$ cat src/rtl/irq_pkg.sv
// irq_pkg: shared constants and the request-select encoding for irq_timer_ctrl.
// Holds the default prescaler shift, the cfg_data field positions and the
// arbiter select codes (s_interrupcion) used by the top level.
package irq_pkg;
    localparam int DEF_BASE_SHIFT = 4;
    localparam int BASE_MSB       = 7;
    localparam int BASE_LSB       = 6;
    localparam int UMBRAL_MSB     = 5;
    localparam int UMBRAL_LSB     = 0;
    typedef enum logic [1:0] {
        IRQ_SEL_NONE = 2'b00,
        IRQ_SEL_EXT  = 2'b01,
        IRQ_SEL_TMR  = 2'b10
    } irq_sel_e;
endpackage

$ cat src/rtl/irq_prescaler_timer.sv
// irq_prescaler_timer: programmable periodic timer (prescaler + tick counter) with sticky overrun.
// Ports: clk, reset_n (async, active-low); cfg_we_i/cfg_data_i config write
// ({base, umbral}); pend_i = timer request still pending; expire_o one-cycle
// strobe on the wrap tick; overrun_o sticky expiry-while-pending flag.
module irq_prescaler_timer import irq_pkg::*; #(
    parameter int BASE_SHIFT = DEF_BASE_SHIFT
) (
    input  logic       clk,
    input  logic       reset_n,
    input  logic       cfg_we_i,
    input  logic [7:0] cfg_data_i,
    input  logic       pend_i,
    output logic       expire_o,
    output logic       overrun_o
);
    localparam int PW = (3 * BASE_SHIFT > 0) ? 3 * BASE_SHIFT : 1;
    logic [1:0]    base_q, base_d;
    logic [5:0]    umbral_q, umbral_d, tick_q, tick_d;
    logic [PW-1:0] presc_q, presc_d, presc_max;
    logic          ovr_q, ovr_d, active, tick, wrap;
    always_comb begin
        // divide-1 as a mask: all ones below bit BASE_SHIFT*base
        presc_max = ~({PW{1'b1}} << (BASE_SHIFT * int'(base_q)));
        active    = umbral_q != 6'd0;
        tick      = active && presc_q == presc_max;
        wrap      = tick && tick_q == umbral_q - 6'd1;
        // a config write on the same edge wins over the wrap
        expire_o  = wrap && !cfg_we_i;
        base_d    = cfg_we_i ? cfg_data_i[BASE_MSB:BASE_LSB] : base_q;
        umbral_d  = cfg_we_i ? cfg_data_i[UMBRAL_MSB:UMBRAL_LSB] : umbral_q;
        presc_d   = (cfg_we_i || tick || !active) ? '0 : presc_q + 1'b1;
        tick_d    = (cfg_we_i || wrap) ? '0 : tick ? tick_q + 6'd1 : tick_q;
        ovr_d     = !cfg_we_i && (ovr_q || (wrap && pend_i));
    end
    always_ff @(posedge clk or negedge reset_n) begin
        if (!reset_n) begin
            base_q   <= '0;
            umbral_q <= '0;
            presc_q  <= '0;
            tick_q   <= '0;
            ovr_q    <= 1'b0;
        end else begin
            base_q   <= base_d;
            umbral_q <= umbral_d;
            presc_q  <= presc_d;
            tick_q   <= tick_d;
            ovr_q    <= ovr_d;
        end
    end
    assign overrun_o = ovr_q;
endmodule

$ cat src/rtl/irq_timer_ctrl.sv
// irq_timer_ctrl: external-interrupt and periodic-timer request source with non-nesting ISR tracking.
// Ports: clk, reset_n (async, active-low); irq_in external level line;
// enable/cfg_data timer config write; push/pop control-unit stack strobes;
// interrupcion/clock_out one-cycle request pulses; in_service ISR active;
// tmr_overrun sticky timer overrun.
// Build option: define IRQ_SYNC_EN to add a 2-flop synchroniser on irq_in.
module irq_timer_ctrl import irq_pkg::*; #(
    parameter int BASE_SHIFT = DEF_BASE_SHIFT,
    parameter int NEST_W     = 4
) (
    input  logic       clk,
    input  logic       reset_n,
    input  logic       irq_in,
    input  logic       enable,
    input  logic [7:0] cfg_data,
    input  logic       push,
    input  logic       pop,
    output logic       interrupcion,
    output logic       clock_out,
    output logic       in_service,
    output logic       tmr_overrun
);
    logic              irq_s, prev_q, rise, expire, idle, track;
    logic              irq_pend_q, irq_pend_d, tmr_pend_q, tmr_pend_d;
    logic              int_q, clk_q, isv_q, isv_d;
    logic [NEST_W-1:0] nest_q, nest_d;
    irq_sel_e          sel;
`ifdef IRQ_SYNC_EN
    logic [1:0] sync_q;
    always_ff @(posedge clk or negedge reset_n) begin
        if (!reset_n) sync_q <= '0;
        else          sync_q <= {sync_q[0], irq_in};
    end
    assign irq_s = sync_q[1];
`else
    assign irq_s = irq_in;
`endif
    irq_prescaler_timer #(.BASE_SHIFT(BASE_SHIFT)) u_tmr (
        .clk       (clk),
        .reset_n   (reset_n),
        .cfg_we_i  (enable),
        .cfg_data_i(cfg_data),
        .pend_i    (tmr_pend_q),
        .expire_o  (expire),
        .overrun_o (tmr_overrun)
    );
    always_comb begin
        rise       = irq_s && !prev_q;
        idle       = !isv_q && !int_q && !clk_q;
        // stack strobes during the pulse cycle belong to ISR entry
        track      = isv_q && !int_q && !clk_q;
        sel        = !idle ? IRQ_SEL_NONE : irq_pend_q ? IRQ_SEL_EXT :
                     tmr_pend_q ? IRQ_SEL_TMR : IRQ_SEL_NONE;
        // an edge while already pending is coalesced
        irq_pend_d = irq_pend_q ? sel != IRQ_SEL_EXT : rise;
        tmr_pend_d = !enable && (expire || (tmr_pend_q && sel != IRQ_SEL_TMR));
        nest_d     = (!track || push == pop) ? nest_q :
                     push ? (&nest_q ? nest_q : nest_q + 1'b1) :
                     (|nest_q ? nest_q - 1'b1 : nest_q);
        isv_d      = sel != IRQ_SEL_NONE || (isv_q && !(track && pop && !push && ~|nest_q));
    end
    always_ff @(posedge clk or negedge reset_n) begin
        if (!reset_n) begin
            prev_q     <= 1'b0;
            irq_pend_q <= 1'b0;
            tmr_pend_q <= 1'b0;
            int_q      <= 1'b0;
            clk_q      <= 1'b0;
            isv_q      <= 1'b0;
            nest_q     <= '0;
        end else begin
            prev_q     <= irq_s;
            irq_pend_q <= irq_pend_d;
            tmr_pend_q <= tmr_pend_d;
            int_q      <= sel == IRQ_SEL_EXT;
            clk_q      <= sel == IRQ_SEL_TMR;
            isv_q      <= isv_d;
            nest_q     <= nest_d;
        end
    end
    assign interrupcion = int_q;
    assign clock_out    = clk_q;
    assign in_service   = isv_q;
endmodule
$ cat config.mk
export PLATFORM = sky130hd
export DESIGN_NAME = irq_timer_ctrl
export DESIGN_NICKNAME = d
export VERILOG_FILES = /design/src/rtl/irq_pkg.sv /design/src/rtl/irq_prescaler_timer.sv /design/src/rtl/irq_timer_ctrl.sv
export SDC_FILE = /design/constraint.sdc
export NUM_CORES = 1
export LEC_CHECK = 0
export ABC_AREA = 1
export BUFFER_PORTS_ARGS = -buffer_cell sky130_fd_sc_hd__buf_2
export CAP_MARGIN = 0
export CORE_MARGIN = 5
export CORE_UTILIZATION = 34
export DETAILED_ROUTE_END_ITERATION = 8
export GPL_ROUTABILITY_DRIVEN = 0
export PLACE_DENSITY_LB_ADDON = 0.05
export RECOVER_POWER = 50
export SETUP_SLACK_MARGIN = 0.05
export SLEW_MARGIN = 0
export SYNTH_ARGS = -nofsm -noshare
export SYNTH_HDL_FRONTEND = slang
export SYNTH_SLANG_ARGS = --single-unit
$ cat constraint.sdc
create_clock -name clk -period 2.1 [get_ports clk]
set_clock_uncertainty 0.2 [all_clocks]
set_input_delay 0.315 -clock clk [delete_from_list [all_inputs] [get_ports clk]]
set_output_delay 0.315 -clock clk [all_outputs]
set_load 0.01 [all_outputs]
Word-level counts from Yosys, hierarchy flattened
Cells that the tools add are included.
W data, S select, Z words.

word-level totals
  flip-flop bits (word level) = 37
  bits of input ports = 14
  logic and storage cells = 78

cells by class
  $add $sub $neg = 5
  equal/unequal tests = 8
  shift operators = 1
  multiplexer cells = 10
  bitwise logic cells = 2
  reductions and logical operators = 40

operators by type and width
  operator                 count
  $logic_and A1 B1 Y1      16
  $add A12 B1 Y12 const B  1
  $eq A12 B12 Y1           1
  $mux W12                 1
  $mux W4                  3
  $mux W6                  2
  $not A12 Y12             1
  $shl A12 B4 Y12 const A  1
  $logic_not A1 Y1         10
  $logic_or A1 B1 Y1       7
  $add A6 B1 Y6 const B    1
  $eq A6 B6 Y1             1
  $mux W2                  3
  $reduce_bool A2 Y1       3
  $reduce_bool A6 Y1       1
  $sub A6 B1 Y6 const B    1
  $add A4 B1 Y4 const B    1
  $ne A2 B2 Y1 const B     2
  $reduce_and A4 Y1        1
  $reduce_or A4 Y1         1
  $sub A4 B1 Y4 const B    1
  $reduce_and A3 Y1        1
  $eq A2 B1 Y1 const B     1
  $eq A2 B2 Y1 const B     1
  4 further kinds          4

Logic depth before layout (Yosys ltp)
  word-level depth = 9
  mapped depth = 13
  gate-level depth less buffers = 13

Cells and area by module
A second synthesis with hierarchy kept.

second synthesis, totals
  cell total of the unflattened synthesis = 298
  area total of the unflattened synthesis = 2311.0 um^2

by module, submodules not included
  module               times used  cells an instance  area an instance (um^2)  seq. area each (um^2)
  irq_prescaler_timer  1           219                1732.9                   675.6
  irq_timer_ctrl       1           79                 578.1                    250.2

Least setup slack after synthesis
No wires, ideal clock.

  path type = reg2reg
  start point = reg u_tmr.umbral_q[0]
  end point = reg u_tmr.tick_q[0]
  library setup time = 118 ps
  data arrival time = 1472 ps
  required time = 1782 ps
  slack = 310 ps
  cell stages (with the launch flop) = 14
  path buffers = 0
  period minus slack after synthesis = 1790 ps
  cells stage by stage = dfrtp_1 > inv_1 > ha_1 > inv_1 > nand2_1 > nand2_1 > nand2_1 > nand2_1 > nor2_1 > nand2_1 > nor2_2 > inv_1 > nand4_1 > nand2_1

on the way
  longest elaborated chain between the ends = 5

RTL lines
  element                                              RTL line                                              source
  from (decl)                                          irq_prescaler_timer.sv:18                             logic [5:0] umbral_q, umbral_d, tick_q, tick_d;
  from (signal assigned)                               irq_prescaler_timer.sv:44                             umbral_q <= umbral_d;
  $sub A6 B1 Y6 or $reduce_bool A6 Y1 (tied branches)  irq_prescaler_timer.sv:26, irq_prescaler_timer.sv:24
  $eq A6 B6 Y1 or $logic_and A1 B1 Y1 (tied branches)  irq_prescaler_timer.sv:26, irq_prescaler_timer.sv:25
  $logic_and A1 B1 Y1                                  irq_prescaler_timer.sv:26                             wrap = tick && tick_q == umbral_q - 6'd1;
  $logic_or A1 B1 Y1                                   irq_prescaler_timer.sv:32                             tick_d = (cfg_we_i || wrap) ? '0 : tick ? tick_q + 6'd1 : tick_q;
  $mux W6 or $reduce_bool A2 Y1 (tied branches)        -
  to (signal assigned)                                 irq_prescaler_timer.sv:46                             tick_q <= tick_d;
  to (decl)                                            irq_prescaler_timer.sv:18

Several ways; a longest one is shown, not always the timed one.
A chain may end at the register's enable or synchronous reset.

Worst setup path after layout
  start point = reg u_tmr.umbral_q[0]
  end point = reg u_tmr.tick_q[3]

The elaborated chain is that of the path after synthesis.

==> flow_summary.rst <==
.. list-table::
   :header-rows: 1

   * - Metric
     - Value
   * - Net count of the mapped netlist
     - 283
   * - Area after DPL
     - 2350 µm²
   * - First-pass GRT wire length
     - 7.30 mm
   * - I/O Buffers
     - 17
   * - Share of cells above drive strength 1
     - 19.2%
   * - Max Clock Freq
     - 0.549 GHz
   * - Vias per cell
     - 4.53
   * - Worst slew margin relative to its limit
     - 35.0%
   * - Post-CTS setup buffer count
     - 0
   * - Clock tree sinks
     - 37
   * - Clock period minus worst slack
     - 1.82 ns
   * - Critical path launch point type
     - flip-flop
   * - Final instance area
     - 2460 µm²
   * - Starting DRT DRC Count
     - 82
   * - Via Count
     - 1,670
   * - Count of pins on the block boundary
     - 18
   * - Final std cells w/o fill
     - 369
   * - Post-synthesis register bit count
     - 37
   * - Worst setup path startpoint
     - u_tmr.umbral_q[0]
   * - Overall global routing resource usage
     - 11.7%
   * - Sequential element share of the synthesized area
     - 43.0%
   * - Buffer depth of the longest clock path
     - 2
   * - Antenna cells
     - 0
   * - Setup Crit Path Kind
     - flip-flop to flip-flop
   * - Top fanout value on the critical path
     - 6
   * - Initial core utilization
     - 34.5%
   * - Antenna viol nets, final
     - 0
   * - Overflow left after global routing
     - 0
   * - Netlist area before placement
     - 2150 µm²
   * - Hold WS
     - 0.0328 ns
   * - Floorplan core area
     - 6240 µm²
   * - Hold WC Path Type
     - primary input to flip-flop
   * - Transition at the pin with the smallest max-transition slack
     - 0.976 ns
   * - Setup repair after global routing missed its margin
     - false
   * - Setup-failing EPs final
     - 0
   * - X dimension of the die
     - 89.6 µm
   * - Layout Area Growth over Synthesis
     - 14.3%
   * - Cell count of the worst reg-to-reg path
     - 13
   * - Power per standard cell area
     - 754 nW/µm²
   * - Number of cells after detailed placement
     - 359
   * - Worst R2R End
     - u_tmr.tick_q[3]
   * - Detailed-router iteration count before antenna repair
     - 4
   * - Most frequent standard cell in the layout excluding fill and tap cells
     - sky130_fd_sc_hd__nand2_1
   * - P_leak
     - 1.19 nW
   * - Total chip power
     - 1.86 mW
   * - # Max-Cap Violations
     - 0
   * - Worst voltage drop across the vdd grid
     - 0.432 mV
   * - Maximum number of pins on one net before global-route repair
     - 20
   * - Share of the cycle needed by the critical path after routing
     - 86.8%
   * - Worst R2R Setup Slack
     - 0.28 ns
   * - Min setup slack post-route
     - 0.278 ns
   * - Clock tree from TritonCTS
     - done
   * - Total Neg Setup Slack
     - 0 ns
   * - Yosys warning total
     - 0
   * - Kind of end point of the critical path
     - flip-flop
   * - Die Span Y
     - 89.6 µm
   * - Share of the core filled with cells
     - 39.5%
   * - Hpwl dp
     - 3.18 mm
   * - Average detailed-routed wire length per instance
     - 11.1 µm
   * - Number of slew-limit violations in the final report
     - 0
   * - TritonCTS buffer count
     - 5
   * - # DRC
     - 0
   * - Buffer cell driving the clock tree root
     - sky130_fd_sc_hd__clkbuf_8
   * - H-Tree Depth
     - 2
   * - Number of nets at the end of the flow
     - 311
   * - Die outline area
     - 8030 µm²
   * - Start of the worst register-to-register path
     - u_tmr.umbral_q[0]
   * - Antenna violations before repair
     - 0
   * - Data required, critical path
     - 2.07 ns
   * - Via count of the first global-routing pass
     - 1,591
   * - Critical path capture point
     - u_tmr.tick_q[3]
   * - Outcome
     - completed
   * - Number of distinct library cell variants in the gate-level netlist after synthesis
     - 28
   * - Final number of hold-violating endpoints
     - 0
   * - Clock edge transition at the registers on the reported setup and hold paths
     - 0.07 ns
   * - Post-synthesis average cell area
     - 8.19 µm²
   * - Site Rows
     - 29
   * - Worst skew pair latency
     - 0.28 ns
   * - DP Worst Slack
     - 0.0639 ns
   * - Leading cell types in the layout, fill and taps excluded
     - 68 x sky130_fd_sc_hd__nand2_1, 37 x sky130_fd_sc_hd__dfrtp_1, 33 x sky130_fd_sc_hd__inv_1
   * - Arrival time at the worst endpoint
     - 1.80 ns
   * - Number of cells produced by synthesis
     - 263
   * - Total Routed Length
     - 4.11 mm
[critical path, stage by stage, from the launching register on]
cell,delay (ns)
sky130_fd_sc_hd__dfrtp_1,0.41
sky130_fd_sc_hd__inv_2,0.11
sky130_fd_sc_hd__ha_4,0.18
sky130_fd_sc_hd__inv_1,0.04
sky130_fd_sc_hd__nand2_1,0.06
sky130_fd_sc_hd__nand2_1,0.05
sky130_fd_sc_hd__nand2_1,0.05
sky130_fd_sc_hd__nand2_1,0.04
sky130_fd_sc_hd__nor2_1,0.09
sky130_fd_sc_hd__nand2_1,0.07
sky130_fd_sc_hd__nor2_2,0.18
sky130_fd_sc_hd__inv_2,0.09
sky130_fd_sc_hd__nand4_1,0.08
sky130_fd_sc_hd__nand2_1,0.06
[cell families (layout without fill, tap and decap cells)]
logic type	after synthesis	count (layout)	share of synthesized area, %
AOI/OAI and AO/OA	24	24	6.27
xor gates and xnor gates	13	13	5.28
adders and majority gates	6	6	3.83
buffers and inverters	37	66	6.62
DFF	37	37	43.0
and+or+nand+nor	146	146	35.0
[cell type report]
type	count	area, µm²
Clock buffer	6	72.6
Clock inverter	2	10.0
Sequential cell	37	926
Inverter	35	131
Multi-Input combinational cell	189	1100
Timing Repair Buffer	23	128
Fill cell	658	3780
Tap cell	77	96.3
[sequential cells by signal, indices dropped and copies added, names as in the netlist]
register and count:
u_tmr.presc_q 12, u_tmr.tick_q 6, u_tmr.umbral_q 6, nest_q 4, u_tmr.base_q 2, clock_out 1
in_service 1, interrupcion 1, irq_pend_q 1, prev_q 1, tmr_pend_q 1, u_tmr.overrun_o 1
[worst min-delay path by stage]
stage	startpoint	end	slack, ns	cells after the start
global route	cfg_data[2]	u_tmr.umbral_q[2]	0.04	3
CTS	cfg_data[1]	u_tmr.umbral_q[1]	0.02	3
global placement	reset_n	u_tmr.presc_q[5]	0.04	1
finish	cfg_data[4]	u_tmr.umbral_q[4]	0.03	3
detailed placement	reset_n	u_tmr.presc_q[5]	0.05	1
floorplan	reset_n	clock_out	-0.18	0
[routing by layer]
layer | GRT usage, % | share of wire (%)
met1 | 16.1 | 51
met2 | 18.2 | 44
met3 | 3.10 | 3.9
met4 | 3.25 | 1.2
met5 | 0 | 0
[cells in the mapped netlist]
master                      n  share of area (%)
sky130_fd_sc_hd__a21oi_1    3               0.70
sky130_fd_sc_hd__a21oi_2    1               0.41
sky130_fd_sc_hd__buf_4      1               0.35
sky130_fd_sc_hd__clkbuf_1   1               0.17
sky130_fd_sc_hd__dfrtp_1   37                 43
sky130_fd_sc_hd__fa_1       1               0.93
sky130_fd_sc_hd__ha_1       5                2.9
sky130_fd_sc_hd__inv_1     35                6.1
sky130_fd_sc_hd__nand2_1   68                 12
sky130_fd_sc_hd__nand2_2    3               0.87
sky130_fd_sc_hd__nand2_8    1               0.93
sky130_fd_sc_hd__nand3_1   18                4.2
sky130_fd_sc_hd__nand3_2    2               0.93
sky130_fd_sc_hd__nand3_4    1               0.81
sky130_fd_sc_hd__nand4_1    9                2.6
sky130_fd_sc_hd__nand4_4    1               0.99
sky130_fd_sc_hd__nor2_1    22                3.8
sky130_fd_sc_hd__nor2_2    11                3.2
sky130_fd_sc_hd__nor2_4     3                1.6
sky130_fd_sc_hd__nor2_8     2                1.9
sky130_fd_sc_hd__nor3_1     4               0.93
sky130_fd_sc_hd__nor3_2     1               0.46
sky130_fd_sc_hd__o211a_1    1               0.46
sky130_fd_sc_hd__o21ai_0   17                3.9
sky130_fd_sc_hd__o21ai_2    1               0.41
sky130_fd_sc_hd__o31ai_1    1               0.35
sky130_fd_sc_hd__xnor2_1    3                1.2
sky130_fd_sc_hd__xor2_1    10                4.1
[power breakdown]
part           internal (mW)  leakage (nW)  switching [mW]
sequential             0.800         0.482          0.0888
clock                  0.230        0.0450           0.245
combinational          0.201         0.660           0.293
[what timing repair did]
| item | 4_1_cts | 5_1_grt |
|---|---|---|
| gates resized for setup | 0 | 4 |
| endpoints found under the hold margin | 14 | 0 |
| endpoints found under the setup margin | 0 | 10 |
| hold buffers | 2 | 0 |
Power figures use the tool's default switching activity.
